[src/rtl/dual_port_ram_be.sv]
// True dual-port RAM with byte-lane write enables, per-port read-during-write mode,
// optional output register, port-A-wins collision merge and a clear-on-reset sequencer.
module dual_port_ram_be #(
  parameter int DATA_WIDTH = 8,
  parameter int ADDR_WIDTH = 4,
  parameter int BYTE_WIDTH = 8,
  parameter int RDW_MODE_A = 0,
  parameter int RDW_MODE_B = 0,
  parameter int OUT_REG    = 0
) (
  input  logic                             clk,
  input  logic                             rst,
  input  logic                             en_a,
  input  logic [DATA_WIDTH/BYTE_WIDTH-1:0] we_a,
  input  logic [ADDR_WIDTH-1:0]            addr_a,
  input  logic [DATA_WIDTH-1:0]            din_a,
  output logic [DATA_WIDTH-1:0]            dout_a,
  output logic                             vld_a,
  input  logic                             en_b,
  input  logic [DATA_WIDTH/BYTE_WIDTH-1:0] we_b,
  input  logic [ADDR_WIDTH-1:0]            addr_b,
  input  logic [DATA_WIDTH-1:0]            din_b,
  output logic [DATA_WIDTH-1:0]            dout_b,
  output logic                             vld_b,
  output logic                             collision,
  output logic                             ready
);

  localparam int NB    = DATA_WIDTH / BYTE_WIDTH;
  localparam int DEPTH = 2 ** ADDR_WIDTH;

  typedef enum logic {S_CLEAR, S_RUN} state_t;

  state_t                r_state;
  state_t                w_state_nxt;
  logic [ADDR_WIDTH-1:0] r_clr_addr;
  logic [DATA_WIDTH-1:0] r_mem [DEPTH];
  logic                  w_last;
  logic                  w_acc_a;
  logic                  w_acc_b;
  logic [DATA_WIDTH-1:0] w_rd_a;
  logic [DATA_WIDTH-1:0] w_rd_b;
  logic                  r_v1_a;
  logic                  r_v1_b;
  logic [DATA_WIDTH-1:0] r_q1_a;
  logic [DATA_WIDTH-1:0] r_q1_b;
  logic                  r_coll;

  assign ready   = (r_state == S_RUN);
  assign w_last  = (r_clr_addr == ADDR_WIDTH'(DEPTH - 1));
  assign w_acc_a = ready && en_a;
  assign w_acc_b = ready && en_b;

  always_ff @(posedge clk) begin
    if (rst) begin
      r_state    <= S_CLEAR;
      r_clr_addr <= '0;
    end else begin
      r_state <= w_state_nxt;
      if (r_state == S_CLEAR) r_clr_addr <= r_clr_addr + 1'b1;
    end
  end

  always_comb begin
    w_state_nxt = r_state;
    case (r_state)
      S_CLEAR: if (w_last) w_state_nxt = S_RUN;
      S_RUN:   w_state_nxt = S_RUN;
      default: w_state_nxt = S_CLEAR;
    endcase
  end

  // Port A lanes are assigned last so they win when both ports write the same lane.
  always_ff @(posedge clk) begin
    if (!rst) begin
      if (r_state == S_CLEAR) begin
        r_mem[r_clr_addr] <= '0;
      end else begin
        for (int i = 0; i < NB; i++) begin
          if (w_acc_b && we_b[i])
            r_mem[addr_b][i*BYTE_WIDTH +: BYTE_WIDTH] <= din_b[i*BYTE_WIDTH +: BYTE_WIDTH];
          if (w_acc_a && we_a[i])
            r_mem[addr_a][i*BYTE_WIDTH +: BYTE_WIDTH] <= din_a[i*BYTE_WIDTH +: BYTE_WIDTH];
        end
      end
    end
  end

  // Only the port's own lanes are forwarded; the other port's write is never visible same-cycle.
  always_comb begin
    w_rd_a = r_mem[addr_a];
    w_rd_b = r_mem[addr_b];
    for (int i = 0; i < NB; i++) begin
      if (RDW_MODE_A != 0 && we_a[i])
        w_rd_a[i*BYTE_WIDTH +: BYTE_WIDTH] = din_a[i*BYTE_WIDTH +: BYTE_WIDTH];
      if (RDW_MODE_B != 0 && we_b[i])
        w_rd_b[i*BYTE_WIDTH +: BYTE_WIDTH] = din_b[i*BYTE_WIDTH +: BYTE_WIDTH];
    end
  end

  always_ff @(posedge clk) begin
    if (rst) begin
      r_v1_a <= 1'b0;
      r_v1_b <= 1'b0;
      r_q1_a <= '0;
      r_q1_b <= '0;
      r_coll <= 1'b0;
    end else begin
      r_v1_a <= w_acc_a;
      r_v1_b <= w_acc_b;
      if (w_acc_a) r_q1_a <= w_rd_a;
      if (w_acc_b) r_q1_b <= w_rd_b;
      r_coll <= w_acc_a && w_acc_b && (addr_a == addr_b);
    end
  end

  assign collision = r_coll;

  generate
    if (OUT_REG != 0) begin : g_out_reg
      logic                  r_v2_a;
      logic                  r_v2_b;
      logic [DATA_WIDTH-1:0] r_q2_a;
      logic [DATA_WIDTH-1:0] r_q2_b;

      always_ff @(posedge clk) begin
        if (rst) begin
          r_v2_a <= 1'b0;
          r_v2_b <= 1'b0;
          r_q2_a <= '0;
          r_q2_b <= '0;
        end else begin
          r_v2_a <= r_v1_a;
          r_v2_b <= r_v1_b;
          if (r_v1_a) r_q2_a <= r_q1_a;
          if (r_v1_b) r_q2_b <= r_q1_b;
        end
      end

      assign dout_a = r_q2_a;
      assign dout_b = r_q2_b;
      assign vld_a  = r_v2_a;
      assign vld_b  = r_v2_b;
    end else begin : g_no_out_reg
      assign dout_a = r_q1_a;
      assign dout_b = r_q1_b;
      assign vld_a  = r_v1_a;
      assign vld_b  = r_v1_b;
    end
  endgenerate

endmodule

[config.mk]
export PLATFORM = sky130hd
export DESIGN_NAME = dual_port_ram_be
export DESIGN_NICKNAME = d
export VERILOG_FILES = /design/src/rtl/dual_port_ram_be.sv
export SDC_FILE = /design/constraint.sdc
export NUM_CORES = 1
export LEC_CHECK = 0
export ABC_AREA = 1
export CAP_MARGIN = 20
export CORE_ASPECT_RATIO = 0.9
export CORE_UTILIZATION = 40
export DETAILED_ROUTE_END_ITERATION = 6
export REMOVE_ABC_BUFFERS = 1
export SETUP_SLACK_MARGIN = 0.5
export SLEW_MARGIN = 40
export SYNTH_ARGS = -nofsm -noshare
export SYNTH_HDL_FRONTEND = slang
export SYNTH_SLANG_ARGS = --single-unit
[constraint.sdc]
create_clock -name clk -period 2.7 [get_ports clk]
set_input_delay 0.675 -clock clk [delete_from_list [all_inputs] [get_ports clk]]
set_output_delay 0.675 -clock clk [all_outputs]
set_load 0.05 [all_outputs]
# ---- After elaboration in Yosys (flattened, before gate mapping)
# Memory sizes are Yosys's and may differ from the RTL's. A register that Yosys moved wholly into a read port is not among the register bits.
# Index checks and enable logic that the tools add are counted.
dict set report classes {
  add_sub_neg 1
  n_eq_ne 2
  n_mux 16
  n_bitwise 1
  n_reduce_logical 7
}
# op count
set ops {}
lappend ops {{$mux W1} 13}
lappend ops {{$mux W8} 1}
lappend ops {{$reduce_or A8 Y1} 1}
lappend ops {{$logic_and A1 B1 Y1} 6}
lappend ops {{$add A4 B1 Y4 const B} 1}
lappend ops {{$eq A4 B4 Y1} 1}
lappend ops {{$eq A4 B4 Y1 const B} 1}
lappend ops {{$mux W4} 1}
lappend ops {{$pmux W1 S2} 1}
lappend ops {{$not A1 Y1} 1}
dict set report word_totals {
  ff_bits 8
  ramBits 128
  word_cells 33
  mem_count 1
}
# name words width read_ports rd_clocked_by_memory_dff write_ports line_no
set memory_table {}
lappend memory_table {r_mem 16 8 2 2 2 37} ;# logic [DATA_WIDTH-1:0] r_mem [DEPTH];

# ---- Logic depth before layout (Yosys ltp)
dict set report logic_depth {
  word_depth 8
  depth_mapped 11
}

# ---- Least setup slack after synthesis
# No wires, ideal clock.
dict set report synth_path {
  path_kind {register to register}
  startpoint {register r_state, in the netlist ready}
  endpoint {memory r_mem[10][0], enable pin}
  t_arrival_ns 2.102
  path_slack_ns 0.223
  stages_incl_launch_ff 10
  synth_period_minus_slack_ns 2.477
  path_cell_list {dfxtp_1 nand2_1 nor2_2 nand2_1 buf_6 nand2_1 o21ai_0 nor2_1 nand2_1 o21bai_1}
}
# item line_no
set synth_lines {}
lappend synth_lines {{start: declaration} 34} ;# state_t r_state;
lappend synth_lines {{start signal: assignment} 59} ;# r_state <= w_state_nxt;
lappend synth_lines {{end: declaration} 37}

==> impl_metrics.tcl <==
set metrics [dict create \
    grt_remaining_overflow 0 \
    dominant_combinational_cell_family_by_area_after_synthesis "simple AND/OR/NAND/NOR gates" \
    final_core_utilization_pct 50.7 \
    critical_path.endpoint "dout_b[5]$_SDFFE_PP0N_" \
    fmaxAchievable_mhz 459 \
    drt_first_pass_iters 6 \
    drcViolationCount 0 \
    cell_internal_pwr_uw 4180 \
    insertedDiodeCount 0 \
    vias 9000 \
    finalCritPeriodShare_pct 80.6 \
    critical_path.slowest_cell "sky130_fd_sc_hd__clkdlybuf4s50_1" \
    post_drt_wl_per_cell_microns 21.6 \
    clock_power_share_pct 44.2 \
    min_path_type "flip-flop to flip-flop" \
    post_synth_xor_area_fraction_pct 0.0983 \
    grt_max_degree 64 \
    rr_endpoint "r_mem[11][5]$_DFFE_PP_" \
    post_route_design_area_sq_um 11000 \
    ys.warnings.count 0 \
    synth.mux.area_fraction_pct 0 \
    rsz0062_at_grt "true" \
    place_area_sq_um 10200 \
    track_usage_pct 31.1 \
    synthSimpleGateAreaFrac_pct 34.9 \
    grt_pass1_vias 8322 \
    power.share.combinational_pct 10.2 \
    finalWorstSetupSlack_ns 0.523 \
    path_max_fanout 18 \
    cts_buffer_depth 2 \
    detail_placement_hpwl_microns 23100 \
    floorplan.io_pins 50 \
    areaGrowthSynthToFinish_pct 23.9 \
    worst_ep_arrival_time_ns 2.51 \
    worst_ir_drop_vdd_mv 0.307 \
    critical_path.startpoint "addr_b[1]" \
    antenna_found_initial 0 \
    worst-setup-path-type "primary input to flip-flop" \
    synth-adder-area-share_pct 0.140 \
    rows 51 \
    reg2regPathDepth 10 \
    synth_top_area_share_pct 43.1 \
    mappedNetlistArea_sq_um 8910 \
    ys_seq_area_share_pct 48.5 \
    worst_setup_path_start_kind "primary input" \
    layout.nets 1335 \
    finalCriticalPeriod_ns 2.18 \
    via_per_inst 5.60 \
    cp.required_ns 3.03 \
    synthTopCellsByArea "sky130_fd_sc_hd__edfxtp_1, sky130_fd_sc_hd__nand2_1, sky130_fd_sc_hd__o21ai_0" \
    avgSynthCellArea_sq_um 7.33 \
    cts_buffers 17 \
    dieArea_sq_um 22900 \
    switching_power_uw 1420 \
    netlist-cell-type-count 30 \
    cts_tree "done" \
    routed_wirelength_microns 34700 \
    setup_total_negative_slack_ns 0 \
    r2r-start "ready$_SDFF_PP0_" \
    ctsHoldBuffers 0 \
    antenna_left 0 \
    dominant_cell_type_by_area_after_synthesis "sky130_fd_sc_hd__edfxtp_1" \
    gp_congestion 0.937 \
    start_util_pct 41.0 \
    endpoints_failing_setup 0 \
    cts_sinks 152 \
    placement.setup.worst_slack_ns -0.291 \
    htreeDepth 4 \
    run_status "completed" \
    worstSetupEndpointType "flip-flop" \
    critPathBufInv 4 \
    clk_pin_slew_ns 0.06 \
    max_cap_violations 0 \
    power_density_nw_per_um2 507 \
    slew_violations 0 \
    timing.slew.headroom_pct 52.5 \
    portBuffers 49 \
    fin_worst_skew_ns 0.0168 \
    dieHeight_microns 144 \
    synthCells 1215 \
    sw_frac_of_total_pct 25.4 \
    clk_latency_ns 0.44 \
    p_leak_uw 0.00458 \
    sequential_power_share_pct 45.6 \
    yosys_register_bits 152 \
    transition_time_of_the_tightest_slew_check_pin_ns 0.710 \
    crit_path_cell_trace "clkdlybuf4s50_1, inv_1, buf_4, nand3_1, nand3_1, nand2_1, nand2_1, nand3_1, nand2_1, inv_1" \
    placeableCoreArea_sq_um 21800 \
    synth_compound_gate_area_share_pct 10.3 \
    timing_hold_violations_final 0 \
    drt_iter0_markers 1359 \
    share_of_post_route_cells_with_drive_strength_above_1_pct 13.1 \
    cp_top_family "buffers and inverters" \
    setup_slack_of_the_most_critical_reg_to_reg_path_ns 0.62 \
    fp.dieW_microns 159 \
    cpPeakStageDelay_ns 0.54 \
    timing.critical_path.depth 10 \
    grt_first_pass_wirelength_microns 51800 \
    clock_root_cell "sky130_fd_sc_hd__clkbuf_16" \
]
[power by group through the flow]
stage,clock (uW),combinational [uW],sequential [uW]
after floorplan,0,206,2600
after global placement,0,534,2600
after detailed placement,0,533,2600
after CTS,2480,546,2550
after global routing,2560,603,2550
final,2470,574,2550
[worst register-to-register path, cell delays in order (launching register included)]
cell and delay (ns):
sky130_fd_sc_hd__dfxtp_4 0.40, sky130_fd_sc_hd__nand2_1 0.10, sky130_fd_sc_hd__nor2_2 0.13, sky130_fd_sc_hd__nand2_2 0.11, sky130_fd_sc_hd__buf_6 0.15, sky130_fd_sc_hd__nand2_1 0.11
sky130_fd_sc_hd__o21ai_4 0.09, sky130_fd_sc_hd__nor2_2 0.20, sky130_fd_sc_hd__nand2_1 0.15, sky130_fd_sc_hd__o21bai_1 0.15, sky130_fd_sc_hd__buf_4 0.20
[per-layer routing]
metal	global-route usage, %	up-vias	wire length, microns
li1	-	4197	-
met4	14.2	0	1330
met2	47.4	558	15000
met5	0	-	0
met3	5.83	72	3700
met1	43.0	4173	14600
[flip-flops by register name (all words and copies together) (netlist names)]
| register | flops |
|---|---|
| vld_b | 1 |
| vld_a | 1 |
| dout_a | 8 |
| r_mem | 128 |
| ready | 1 |
| dout_b | 8 |
| collision | 1 |
| r_clr_addr | 4 |
[cell families (layout without fill, tap and decap cells)]
group	after synthesis	after routing
xor+xnor	1	1
compound gates	178	178
buf+inv	134	236
simple gates	749	749
fa+ha+maj	1	1
flops	152	152
[stage by stage]
stage          hold WS [ns]  instances  power [uW]
2_1_floorplan         0.459       1132        2800
5_1_grt               0.540       1608        5720
3_5_place_dp          0.515       1561        3140
3_3_place_gp          0.510       1561        3140
6_report              0.520       1608        5600
4_1_cts               0.530       1606        5580
[cells in the mapped netlist]
cell type                    n
sky130_fd_sc_hd__clkinv_1    2
sky130_fd_sc_hd__dfxtp_1    24
sky130_fd_sc_hd__nand3_2     1
sky130_fd_sc_hd__o21ai_1     4
sky130_fd_sc_hd__nand4_2     1
sky130_fd_sc_hd__inv_1      47
sky130_fd_sc_hd__nor2_2      5
sky130_fd_sc_hd__buf_6       1
sky130_fd_sc_hd__nand2_1   531
sky130_fd_sc_hd__nor2_4      6
sky130_fd_sc_hd__nor3_4      1
sky130_fd_sc_hd__buf_1      15
sky130_fd_sc_hd__inv_2       2
sky130_fd_sc_hd__o21bai_1    8
sky130_fd_sc_hd__nor3_1      3
sky130_fd_sc_hd__edfxtp_1  128
sky130_fd_sc_hd__a21oi_1    14
sky130_fd_sc_hd__nand4_1     9
sky130_fd_sc_hd__ha_1        1
sky130_fd_sc_hd__nand2_2     1
sky130_fd_sc_hd__clkbuf_1   44
sky130_fd_sc_hd__xnor2_1     1
sky130_fd_sc_hd__and3_1      1
sky130_fd_sc_hd__o21ai_0   149
sky130_fd_sc_hd__nor2_1     45
sky130_fd_sc_hd__buf_2      23
sky130_fd_sc_hd__o22ai_1     2
sky130_fd_sc_hd__nor4_1      1
sky130_fd_sc_hd__nand3_1   144
sky130_fd_sc_hd__o211ai_1    1
[worst min path at each step]
stage | from | to | slack [ns] | cells after the start
floorplan | r_clr_addr[3]$_SDFFE_PP0N_ | ready$_SDFF_PP0_ | 0.46 | 2
global placement | dout_a[0]$_SDFFE_PP0N_ | dout_a[0]$_SDFFE_PP0N_ | 0.51 | 2
detailed placement | dout_a[0]$_SDFFE_PP0N_ | dout_a[0]$_SDFFE_PP0N_ | 0.51 | 2
CTS | dout_a[1]$_SDFFE_PP0N_ | dout_a[1]$_SDFFE_PP0N_ | 0.53 | 2
global route | ready$_SDFF_PP0_ | r_clr_addr[1]$_SDFFE_PP0N_ | 0.54 | 1
finish | ready$_SDFF_PP0_ | r_clr_addr[0]$_SDFFE_PP0N_ | 0.52 | 1
[cells in the final DEF (no fill, tap or decap), drive strengths merged, types with 8 or more instances in the layout]
cell             n
a21oi           14
buf            106
clkbuf          21
clkdlybuf4s50   23
dfxtp           24
dlygate4sd2     22
edfxtp         128
inv             50
nand2          532
nand3          145
nand4           10
nor2            56
o21ai          153
o21bai           8
[cell type report]
type / instances / area [sq um]
well taps: 291 / 364
fillers: 2175 / 10700
repair buffers: 153 / 1430
multi-input cells: 929 / 4130
clock inverters: 11 / 149
inverters: 51 / 194
flip-flops and latches: 152 / 4330
clock buffers: 21 / 440
[timing repair]
action,in CTS,in global routing
buffers inserted,12,2
resized for setup,46,22
setup endpoints to repair,266,139
pin swaps,7,5
gates cloned,1,0
Note: power is estimated with default switching activity, not from simulation.
